## config.mk

```make
export PLATFORM = sky130hd
export DESIGN_NAME = ws_array_ctrl
export DESIGN_NICKNAME = d
export VERILOG_FILES = /design/src/rtl/ws_array_ctrl.sv
export SDC_FILE = /design/constraint.sdc
export NUM_CORES = 1
export LEC_CHECK = 0
export BUFFER_PORTS_ARGS = -buffer_cell sky130_fd_sc_hd__buf_2
export CORE_MARGIN = 5
export CORE_UTILIZATION = 30
export DETAILED_ROUTE_END_ITERATION = 10
export GPL_ROUTABILITY_DRIVEN = 1
export SLEW_MARGIN = 10
export SYNTH_ARGS = -nofsm -noshare
export SYNTH_HDL_FRONTEND = slang
export SYNTH_SLANG_ARGS = --single-unit
```

## constraint.sdc

```tcl
create_clock -name clk -period 8.1 [get_ports clk]
set_clock_uncertainty 0.15 [all_clocks]
set_input_delay 0.81 -clock clk [delete_from_list [all_inputs] [get_ports clk]]
set_output_delay 0.81 -clock clk [all_outputs]
set_load 0.03 [all_outputs]
```

## src/rtl/ws_array_ctrl.sv

```systemverilog
// Tile sequencer for a weight-stationary systolic array: weight preload, ifmap
// streaming and per-column bottom-row psum-valid tracking.
module ws_array_ctrl #(
  parameter int ROWS    = 8,
  parameter int COLS    = 8,
  parameter int VW      = 16,
  parameter int ARR_LAT = 10
) (
  input  logic                                 clk,
  input  logic                                 rst,
  input  logic                                 start,
  input  logic                                 abort,
  input  logic [VW-1:0]                        num_vec,
  output logic                                 busy,
  output logic                                 done,
  output logic                                 wght_rd_en,
  output logic [(ROWS>1?$clog2(ROWS):1)-1:0]   wght_rd_addr,
  output logic                                 load_wght,
  output logic                                 ifmap_rd_en,
  output logic [VW-1:0]                        ifmap_rd_addr,
  output logic [COLS-1:0]                      psum_valid,
  output logic [VW-1:0]                        psum_idx
);

  localparam int RW   = (ROWS > 1) ? $clog2(ROWS) : 1;
  localparam int VLEN = ARR_LAT + COLS - 1;

  typedef enum logic [2:0] {IDLE, LOAD_W, STREAM, DRAIN, DONE} state_t;

  state_t         state, state_nxt;
  logic [VW-1:0]  cnt, cnt_nxt, nvec;
  logic [VLEN-1:0] vpipe;
  logic [VW-1:0]  ipipe [ARR_LAT];

  always_ff @(posedge clk or negedge rst) begin
    if (!rst) begin
      state <= IDLE;
      cnt   <= '0;
      nvec  <= '0;
    end else begin
      state <= state_nxt;
      cnt   <= cnt_nxt;
      if (state == IDLE && start) nvec <= num_vec;
    end
  end

  always_comb begin
    state_nxt = state;
    cnt_nxt   = cnt;
    case (state)
      IDLE: begin
        if (start) begin
          state_nxt = LOAD_W;
          cnt_nxt   = '0;
        end
      end
      LOAD_W: begin
        if (cnt == VW'(ROWS)) begin
          state_nxt = (nvec != '0) ? STREAM : DONE;
          cnt_nxt   = '0;
        end else begin
          cnt_nxt = cnt + VW'(1);
        end
      end
      STREAM: begin
        if (cnt == nvec - VW'(1)) begin
          state_nxt = DRAIN;
          cnt_nxt   = '0;
        end else begin
          cnt_nxt = cnt + VW'(1);
        end
      end
      DRAIN: begin
        // Last vector's final column fires VLEN cycles after its read.
        if (cnt == VW'(VLEN - 1)) begin
          state_nxt = DONE;
          cnt_nxt   = '0;
        end else begin
          cnt_nxt = cnt + VW'(1);
        end
      end
      DONE: begin
        state_nxt = IDLE;
        cnt_nxt   = '0;
      end
      default: begin
        state_nxt = IDLE;
        cnt_nxt   = '0;
      end
    endcase
    if (abort && state != IDLE) begin
      state_nxt = IDLE;
      cnt_nxt   = '0;
    end
  end

  // Outputs are decoded from the next state so they appear as flops aligned with the state.
  always_ff @(posedge clk or negedge rst) begin
    if (!rst) begin
      busy          <= 1'b0;
      done          <= 1'b0;
      wght_rd_en    <= 1'b0;
      wght_rd_addr  <= '0;
      load_wght     <= 1'b0;
      ifmap_rd_en   <= 1'b0;
      ifmap_rd_addr <= '0;
    end else begin
      busy          <= (state_nxt != IDLE);
      done          <= (state_nxt == DONE);
      wght_rd_en    <= (state_nxt == LOAD_W) && (cnt_nxt < VW'(ROWS));
      wght_rd_addr  <= ((state_nxt == LOAD_W) && (cnt_nxt < VW'(ROWS)))
                       ? (RW'(ROWS - 1) - cnt_nxt[RW-1:0]) : '0;
      load_wght     <= (state_nxt == LOAD_W) && (cnt_nxt != '0);
      ifmap_rd_en   <= (state_nxt == STREAM);
      ifmap_rd_addr <= (state_nxt == STREAM) ? cnt_nxt : '0;
    end
  end

  always_ff @(posedge clk or negedge rst) begin
    if (!rst) begin
      vpipe <= '0;
      for (int i = 0; i < ARR_LAT; i++) ipipe[i] <= '0;
    end else if (abort && state != IDLE) begin
      vpipe <= '0;
      for (int i = 0; i < ARR_LAT; i++) ipipe[i] <= '0;
    end else begin
      vpipe    <= {vpipe[VLEN-2:0], ifmap_rd_en};
      ipipe[0] <= ifmap_rd_addr;
      for (int i = 1; i < ARR_LAT; i++) ipipe[i] <= ipipe[i-1];
    end
  end

  assign psum_valid = vpipe[VLEN-1 -: COLS];
  assign psum_idx   = ipipe[ARR_LAT-1];

endmodule
```

==> impl_metrics.ini <==
[run_status]
run_status = finished clean

[timing]
fmax_mhz = 259
tightest_slew_ns = 0.932
finalSetupTns_ns = 0
setup_violations = 0
hold_viol_final = 0
fin_crit_ns = 3.86
relSlewSlack_pct = 37.6
finalCritPeriodShare_pct = 47.7
final-max-slew-violation-count = 0
rsz0062_at_grt = no

[logic_synthesis]
yosys_register_bits = 236
synth_most_common_cell = dfrtp_1
synth_top_cell_by_area = dfrtp_1
syn_area_per_cell_um2 = 12.1
synth_edf_count = 0
synth_area_mm2 = 0.00924
syn_inst = 763
yosysWarnings = 0
synth_area_leaders = dfrtp_1 64%, and2_1 12%, buf_4 2.0%
synth_nets = 786
synth_common_cells = 236 x dfrtp_1, 179 x and2_1, 42 x clkbuf_1, 38 x nor2_1, 25 x buf_4
ys_seq_area_share_pct = 63.9
synth.top_cell.area_share_pct = 63.9
ys_types = 57
synthFlopType = dfrtp_1
async_flop_share_pct = 100

[placed_design]
numPortBuffers = 67
gp_congestion = 0.847
hpwl_mm = 11.1
dpl-instance-area_mm2 = 0.00980

[power]
p_leak_nw = 5.20
p_per_area_mw_per_mm2 = 287
peakVddDrop_v = 0.000162

[floorplan]
die_x_um = 186
num_rows = 64
ios = 68
core_mm2 = 0.0305
die_area_mm2 = 0.0344
die_height_um = 186
initial_core_util_pct = 30.3

[route]
totalWireLength_mm = 17.2
drt-initial-drc-count = 455
drc = 0
via_per_inst = 4.38
detail_route.wl_per_cell_um = 14.2
first_pass_iters = 4
postRouteAntennaNets = 0
dr_total_vias = 5309

[clocking]
cts_hold_buf = 0
cts_root_buf = clkbuf_16
htreeDepth = 1
postCtsSetupBuffers = 0
cts_sinks = 236
cts_tree = built
clk_pin_slew_ns = 0.06
max-clock-path-buffers = 3
numCtsBuffers = 26
clk_latency_ns = 0.52
post_cts_resized = 0

[run]
cap_violations = 0

[worst_setup_path]
r2r-end = load_wght
path_cells = inv_1, ha_1, nor3b_1, nand4_1, nor3_1, o22ai_1, nor4_4, a21oi_2, a22oi_1, a31oi_1, o31a_1
slowest_stage = nor4_4
critPathMaxFanout = 12
critPathKind = register to register
start_kind = register
max_stage_delay_ns = 0.57
arrival_ns = 4.11
timing.rr.start = nvec[0]
rrSetupSlack_ns = 4.24
critPathCaptureType = register
rr_worst_depth = 11
worst-endpoint-required_ns = 8.35

[worst_hold_path]
hold_path.class = input pin to async pin

[global_routing]
grt_pass1_vias = 5224
grt_max_degree = 131
grtUsageTotal_pct = 10.1
grt_pass1_wl_mm = 28.4
antenna_found_initial = 0
grt-ovfl-total = 0

[final_layout]
drive_above_1_share_pct = 18.3
fin_area_mm2 = 0.0107
area_growth_pct = 15.5
fin_nets = 819
diodes = 0
nFillCells = 2979
-- area by class of cell --
type	count	area, µm²	share of cell area [%]
inverters	11	41.3	0.387
clock buffers	38	746	6.99
clock inverters	10	130	1.22
well taps	396	495	4.64
multi-input cells	448	2970	27.8
flip-flops and latches	236	5910	55.3
repair buffers	73	390	3.66
-- cells by family (layout without fill, tap and decap cells) --
kind of cell	after synthesis	in the layout	share of synthesized area [%]
multiplexers	14	14	1.69
XOR/XNOR	24	24	2.27
AO/OA/AOI/OAI	79	79	6.39
AND/OR/NAND/NOR	327	327	21.0
buffers and inverters	79	132	4.24
adder cells (fa/ha/maj)	4	4	0.514
flip-flops	236	236	63.9
-- cells in the final DEF, fill, tap and decap left out, drive strengths merged, types with 4 or more instances in the layout --
cell type	count
xnor2	17
a22oi	7
a211oi	8
nand4	6
a21oi	18
and2	179
nand2b	5
nor3b	8
a2111oi	4
and3	4
nor3	19
nand2	19
dfrtp	236
mux2	13
nand3	12
o21ai	18
nor4	13
or3	11
inv	13
xor2	7
a21o	6
or4	5
buf	73
nor2	38
clkbuf	38
-- stage by stage --
step	std cells	util (%)	hold WS (ns)	power, mW	setup WS, ns
floorplan	763	-	0.278	1.76	4.83
global placement	1164	32.1	0.280	1.93	4.35
detailed placement	1164	32.1	0.282	1.92	4.24
CTS	1212	35.0	0.232	3.12	4.23
global route	1212	35.0	0.272	3.24	3.88
finish	1212	35.0	0.221	3.06	4.24
-- worst max-delay path, delay by kind of cell, from the launching register on --
kind,cells,cell delay [ns]
flip-flops,1,0.44
adder cells (fa/ha/maj),1,0.38
buffers and inverters,1,0.13
AO/OA/AOI/OAI,5,1.48
AND/OR/NAND/NOR,4,1.17
-- how the worst max path moves through the flow --
stage | startpoint | endpoint | slack, ns | cells after the start
floorplan | nvec[2] | load_wght | 4.83 | 11
global route | nvec[0] | load_wght | 3.88 | 11
global placement | cnt[8] | load_wght | 4.35 | 9
detailed placement | nvec[0] | load_wght | 4.24 | 11
CTS | nvec[0] | load_wght | 4.23 | 11
finish | nvec[0] | load_wght | 4.24 | 11
-- state kept, by name, summed over array words and instances (netlist names) --
register	flops
cnt	16
load_wght	1
ifmap_rd_en	1
ifmap_rd_addr	16
vpipe	17
busy	1
wght_rd_en	1
nvec	16
wght_rd_addr	3
state	3
done	1
ipipe	144
psum_idx	16
-- metal layers --
layer	track usage (%)	wire length, µm
met1	13.8	7760
met2	16.6	8200
met3	2.31	953
met4	2.44	298
met5	0	0
-- report_power, final --
| part | internal, mW | switching, mW |
|---|---|---|
| sequential | 1.24 | 0.0928 |
| clock | 0.707 | 0.460 |
| combinational | 0.201 | 0.354 |
Power figures use the tool's default switching activity.
